--- config.mk ---
export PLATFORM = sky130hd
export DESIGN_NAME = pfb_synth_real_lane
export DESIGN_NICKNAME = d
export VERILOG_FILES = /design/src/rtl/pfb_synth_real_lane.sv
export SDC_FILE = /design/constraint.sdc
export NUM_CORES = 2
export LEC_CHECK = 0
export CORE_MARGIN = 10
export CORE_UTILIZATION = 45
export CTS_CLUSTER_DIAMETER = 80
export DETAILED_ROUTE_END_ITERATION = 8
export GPL_ROUTABILITY_DRIVEN = 1
export SLEW_MARGIN = 40
export SYNTH_ARGS = -nofsm -noshare
export SYNTH_HDL_FRONTEND = slang
export SYNTH_SLANG_ARGS = --single-unit
--- constraint.sdc ---
create_clock -name clk -period 6.4 [get_ports clk]
set_input_delay 0.64 -clock clk [delete_from_list [all_inputs] [get_ports clk]]
set_output_delay 0.64 -clock clk [all_outputs]
set_load 0.01 [all_outputs]
--- src/rtl/pfb_synth_real_lane.sv ---
`default_nettype none
// ============================================================================
//  Module   : pfb_synth_real_lane
//  Purpose  : Synthesis-side polyphase filter lane (weighted overlap-add).
//             For sample p of frame m:
//               y_m[p] = sum_k g[p + k*PFB_SIZE] * x_{m-k}[p],  k = 0..TAPS-1
//             Valid-qualified: index, history and fill advance only on din_valid.
//  Ports    : clk        - clock, rising edge
//             rst_n      - asynchronous active-low reset
//             din        - signed IFFT sample (DIN_WIDTH, point DIN_POINT)
//             din_valid  - din qualifier
//             sync_in    - frame start, honoured only together with din_valid
//             dout       - signed synthesized sample (DOUT_WIDTH, point DOUT_POINT)
//             dout_valid - din_valid delayed by the pipeline latency
//             sync_out   - (sync_in & din_valid) delayed by the pipeline latency
//             ovf_flag   - sticky saturation flag, cleared by reset or a sync
//  Coeffs   : COEFF_INIT is the flattened coefficient table, entry
//             k*PFB_SIZE + p at bits [(k*PFB_SIZE+p)*COEFF_WIDTH +: COEFF_WIDTH].
//  Revision : 1.0 - initial release
// ============================================================================
module pfb_synth_real_lane #(
    parameter int DIN_WIDTH   = 16,
    parameter int DIN_POINT   = 15,
    parameter int TAPS        = 4,
    parameter int PFB_SIZE    = 64,
    parameter int COEFF_WIDTH = 18,
    parameter int COEFF_POINT = 17,
    parameter int DOUT_WIDTH  = 18,
    parameter int DOUT_POINT  = 17,
    parameter logic [TAPS*PFB_SIZE*COEFF_WIDTH-1:0] COEFF_INIT =
        {(TAPS*PFB_SIZE){COEFF_WIDTH'(1 << (COEFF_POINT - 1))}}
) (
    input  logic                         clk,
    input  logic                         rst_n,
    input  logic signed [DIN_WIDTH-1:0]  din,
    input  logic                         din_valid,
    input  logic                         sync_in,
    output logic signed [DOUT_WIDTH-1:0] dout,
    output logic                         dout_valid,
    output logic                         sync_out,
    output logic                         ovf_flag
);

    localparam int c_p_w    = $clog2(PFB_SIZE);
    localparam int c_lv     = $clog2(TAPS);          // adder-tree levels, also fill width
    localparam int c_n      = 1 << c_lv;             // tree leaves (TAPS padded to 2^c_lv)
    localparam int c_prod_w = DIN_WIDTH + COEFF_WIDTH;
    localparam int c_sum_w  = c_prod_w + c_lv;
    localparam int c_lat    = 3 + c_lv;              // read, multiply, tree, resize
    localparam int c_shift  = DIN_POINT + COEFF_POINT - DOUT_POINT;

    localparam logic [DOUT_WIDTH-1:0] c_max = {1'b0, {(DOUT_WIDTH-1){1'b1}}};
    localparam logic [DOUT_WIDTH-1:0] c_min = {1'b1, {(DOUT_WIDTH-1){1'b0}}};

    // ------------------------------------------------------------------------
    // Frame position and fill tracking
    // ------------------------------------------------------------------------
    logic              w_start;
    logic [c_p_w-1:0]  r_p;
    logic [c_p_w-1:0]  w_p;
    logic [c_lv-1:0]   r_fill;
    logic [c_lv-1:0]   w_fill;

    // A valid sync makes the current sample p=0 of a fresh frame with nothing
    // older behind it, so both index and fill restart combinationally.
    always_comb begin
        w_start = din_valid & sync_in;
        w_p     = w_start ? '0 : r_p;
        w_fill  = w_start ? '0 : r_fill;
    end

    // ------------------------------------------------------------------------
    // History RAMs, coefficient ROM read, products and adder tree
    // ------------------------------------------------------------------------
    logic signed [DIN_WIDTH-1:0]   r_hist [TAPS-1][PFB_SIZE];
    logic signed [DIN_WIDTH-1:0]   r_x    [TAPS];
    logic signed [COEFF_WIDTH-1:0] r_c    [TAPS];
    logic signed [c_prod_w-1:0]    w_prod [TAPS];
    logic signed [c_sum_w-1:0]     r_tree [c_lv+1][c_n];

    always_comb begin
        for (int k = 0; k < TAPS; k++) begin
            w_prod[k] = c_prod_w'(r_x[k]) * c_prod_w'(r_c[k]);
        end
    end

    // Datapath registers carry no reset: qualification travels in the valid
    // pipeline and stale history is masked by the fill count.
    always_ff @(posedge clk) begin
        r_x[0] <= din;
        for (int k = 1; k < TAPS; k++) begin
            r_x[k] <= (c_lv'(k) <= w_fill) ? r_hist[k-1][w_p] : '0;
        end
        for (int k = 0; k < TAPS; k++) begin
            r_c[k] <= COEFF_INIT[(k * PFB_SIZE + int'(w_p)) * COEFF_WIDTH +: COEFF_WIDTH];
        end

        // Shift the frame history at this index after the read above.
        if (din_valid) begin
            r_hist[0][w_p] <= din;
            for (int k = 1; k < TAPS - 1; k++) begin
                r_hist[k][w_p] <= r_hist[k-1][w_p];
            end
        end

        for (int k = 0; k < TAPS; k++) begin
            r_tree[0][k] <= c_sum_w'(w_prod[k]);
        end
        for (int k = TAPS; k < c_n; k++) begin
            r_tree[0][k] <= '0;
        end
        for (int l = 0; l < c_lv; l++) begin
            for (int i = 0; i < c_n / 2; i++) begin
                r_tree[l+1][i] <= r_tree[l][2*i] + r_tree[l][2*i+1];
            end
            for (int i = c_n / 2; i < c_n; i++) begin
                r_tree[l+1][i] <= '0;
            end
        end
    end

    // ------------------------------------------------------------------------
    // Resize: floor-shift to the output point, then saturate
    // ------------------------------------------------------------------------
    logic signed [c_sum_w-1:0]       w_shifted;
    logic [c_sum_w-DOUT_WIDTH:0]     w_hi;
    logic                            w_ovf;
    logic [DOUT_WIDTH-1:0]           w_res;

    always_comb begin
        w_shifted = r_tree[c_lv][0] >>> c_shift;
        // In range only when every bit above the output sign bit matches it.
        w_hi      = w_shifted[c_sum_w-1:DOUT_WIDTH-1];
        w_ovf     = ~((&w_hi) | ~(|w_hi));
        w_res     = w_shifted[DOUT_WIDTH-1:0];
        if (w_ovf) begin
            w_res = w_shifted[c_sum_w-1] ? c_min : c_max;
        end
    end

    // ------------------------------------------------------------------------
    // Control state and registered outputs
    // ------------------------------------------------------------------------
    logic [c_lat-1:0]      r_vpipe;
    logic [c_lat-1:0]      r_spipe;
    logic [DOUT_WIDTH-1:0] r_dout;
    logic                  r_ovf;

    always_ff @(posedge clk or negedge rst_n) begin
        if (!rst_n) begin
            r_p     <= '0;
            r_fill  <= '0;
            r_vpipe <= '0;
            r_spipe <= '0;
            r_dout  <= '0;
            r_ovf   <= 1'b0;
        end else begin
            if (din_valid) begin
                r_p <= w_p + c_p_w'(1);
                if (w_p == c_p_w'(PFB_SIZE - 1) && w_fill != c_lv'(TAPS - 1)) begin
                    r_fill <= w_fill + c_lv'(1);
                end else begin
                    r_fill <= w_fill;
                end
            end
            r_vpipe <= {r_vpipe[c_lat-2:0], din_valid};
            r_spipe <= {r_spipe[c_lat-2:0], w_start};
            // The sticky flag clears as the sync sample leaves, so it always
            // describes the output stream since the last frame restart.
            if (r_vpipe[c_lat-2]) begin
                r_dout <= w_res;
                r_ovf  <= (r_ovf & ~r_spipe[c_lat-2]) | w_ovf;
            end
        end
    end

    assign dout       = r_dout;
    assign dout_valid = r_vpipe[c_lat-1];
    assign sync_out   = r_spipe[c_lat-1];
    assign ovf_flag   = r_ovf;

endmodule
`default_nettype wire
==> results.json <==
{
  "drt_iter0_markers": 14425,
  "end_kind": "flop",
  "period_needed_ps": 5170,
  "grt_max_degree": 111,
  "arrival_ps": 5700,
  "gp_congestion": 0.862,
  "slew_headroom": 0.343,
  "fmax_mhz": 193,
  "drv_cap": 0,
  "power_density_nw_per_um2": 429,
  "hp-class": "in2reg",
  "post-cts-setup-buffers": 0,
  "io_buffers": 40,
  "skew_ps": 65.7,
  "routed_wl_mm": 454,
  "fp.dieH_um": 550,
  "p_leak_uw": 0.0492,
  "hold_slack_ps": 205,
  "crit_required_ps": 6930,
  "netlist.area_leader.share": 0.729,
  "max_stage_delay_ps": 790,
  "cp_common_cell": "buf_4",
  "crit_path_top_delay_cell": "dfrtp_2",
  "fin_util": 0.520,
  "grt_busiest_layer": "met2",
  "fin_cells": 11756,
  "grt_pass1_wl_mm": 618,
  "avgRoutedWirePerCell_um": 38.6,
  "antenna_found_initial": 44,
  "cts-root-buf": "clkbuf_16",
  "synth_edf_count": 3072,
  "die_area_um2": 303000,
  "ant_nets": 0,
  "path_max_fanout": 67,
  "grt_overflow": 0,
  "grt_util_met1": 0.398,
  "rsz0062_at_grt": "false",
  "synth_top_cell_by_area": "edfxtp_1",
  "synth_most_common_cell": "edfxtp_1",
  "h-tree-depth": 5,
  "die_w_um": 550,
  "clock_sinks": 3305,
  "tns_ps": 0,
  "clk_pin_slew_ps": 60,
  "clk_latency_ps": 920,
  "use_met3": 0.0770,
  "gr-usage-all-layers": 0.290,
  "nFillCells": 22387,
  "cts.repair.resized": 0,
  "rows": 194,
  "hold_viol": 0,
  "synth_area_per_cell_um2": 17.0,
  "grt_pass1_vias": 75525,
  "yosysSeqAreaShare": 0.768,
  "io_pins": 41,
  "cts_made_buffers": 344,
  "viasPerCell": 6.78,
  "synthTopCellsByArea": "edfxtp_1, a22oi_1, ha_1, dfxtp_1, a21oi_1",
  "ys_async_sr_fraction": 0.0112,
  "dp_cells": 11125,
  "min_period_over_period": 0.808,
  "first_pass_iters": 6,
  "dr_total_vias": 79701,
  "maxSlewViolCount": 0,
  "ys_warn_count": 0,
  "initial_core_util": 0.452,
  "setup_viol": 0,
  "cts.path.max_buffers": 4,
  "tritoncts": "yes",
  "syn_to_final_growth_pct": 14.9,
  "drive_above_1_share": 0.138,
  "synthTopCellsByCount": "edfxtp_1, a22oi_1, ha_1",
  "start_kind": "flop",
  "syn-cell-area_um2": 127000,
  "cp_cell_sequence": "buf_4, or2_1, o21ai_4, buf_8, buf_12, a222oi_1, nand3_1, a211oi_1, o21ai_0, buf_4, or3_1, buf_4",
  "status": "completed",
  "hpwl_mm": 248,
  "synth_ff_type": "edfxtp_1",
  "critical_path_class": "reg2reg",
  "grtUsageMet2": 0.432,
  "syn-num-nets": 7784,
  "core-area_um2": 280000,
  "tightest_slew_ps": 985,
  "final_nets": 8102,
  "syn-instance-count": 7433,
  "cts_hold_buf": 1,
  "ir_worst_vdd_mv": 0.335,
  "synth_cell_types": 84,
  "drc": 0,
  "ys_ff_latch": 3305
}
## cells by family (layout without fill, tap and decap cells)
logic type	after synthesis	after routing	share of synthesized area
DFF	3305	3305	0.768
AOI/OAI and AO/OA	2052	2052	0.121
and+or+nand+nor	961	961	0.0388
buffers and inverters	510	1097	0.0184
adders and majority gates	331	331	0.0333
muxes	155	155	0.0127
xor gates and xnor gates	119	119	0.00824
other	0	12	0
## sequential cells by signal, summed over array words and instances (netlist names)
register  cells
dout         18
r_fill        2
r_spipe       5
r_x          64
r_p           6
r_hist     3072
r_tree      132
r_vpipe       5
ovf_flag      1
## layout by cell type, fill, tap and decap left out, types with 32 or more instances in the layout
master and count:
nor2_1 74, a22oi_1 687, clkinv_1 44, mux2_2 41
clkbuf_1 80, a22o_1 132, a221o_1 53, a21o_1 36
dfrtp_1 33, ha_1 321, nand2_1 243, buf_4 265
a222oi_1 97, mux2i_1 114, a211oi_1 51, dfxtp_1 195
clkinv_2 66, a21oi_1 261, a31oi_1 111, xor2_1 42
nor2_4 48, a2111oi_0 63, nor3_1 32, nand4_1 50
and2_1 42, and3_1 187, a221oi_1 142, edfxtp_1 3072
inv_1 63, clkbuf_16 350, o21ai_0 140, nand3_1 151
buf_12 106, xnor2_1 77
## per-stage QoR
stage	instance area [um2]	power [uW]	setup WS, ps
after floorplan	127000	36000	299
after global placement	134000	42200	665
after detailed placement	134000	42600	1090
after CTS	145000	61900	1550
after global routing	145000	63800	1380
final	145000	62300	1230
## report_power, final
group / total [uW] / switching (uW) / leakage, uW / internal (uW)
sequential: 28300 / 403 / 0.0298 / 27900
combinational: 14300 / 10700 / 0.0140 / 3640
clock: 19700 / 8370 / 0.00536 / 11300
## final timing paths
| path | from | endpoint | slack (ps) | depth (start not counted) |
|---|---|---|---|---|
| max in group asynchronous | rst_n | r_p[2]$_DFFE_PN0P_ | 5530 | 2 |
| worst max register to register | r_p[1]$_DFFE_PN0P_ | r_hist[0][2033]$_DFFE_PP_ | 1230 | 12 |
| worst min register to register | r_vpipe[0]$_DFF_PN0_ | r_vpipe[1]$_DFF_PN0_ | 350 | 0 |
| min in group asynchronous | rst_n | dout[10]$_DFFE_PN0P_ | 350 | 2 |
| worst max-delay path | r_p[1]$_DFFE_PN0P_ | r_hist[0][2033]$_DFFE_PP_ | 1230 | 12 |
| worst min-delay path | din[5] | r_x[0][5]$_DFF_P_ | 210 | 2 |
## worst max-delay path: cells and delay by family, from the launching register on
kind / cells / cell delay, ps
compound gates: 4 / 1420
simple gates: 3 / 900
flops: 1 / 790
buf+inv: 5 / 1490
## routing by layer
| layer | up-vias | wire length (um) |
|---|---|---|
| li1 | 31246 | - |
| met1 | 40690 | 167000 |
| met2 | 6500 | 196000 |
| met3 | 1239 | 64400 |
| met4 | 26 | 26100 |
| met5 | - | 167 |
## cell type report
cell class,count,area [um2],share of cell area
diodes,12,30.0,0.000207
clock buffers,448,9300,0.0640
clock inverters,167,1620,0.0112
inverters,64,240,0.00165
multi-input cells,3618,27800,0.191
flip-flops and latches,3305,97100,0.668
well taps,3724,4660,0.0321
repair buffers,418,4610,0.0317
(Power assumes the default switching activity.)
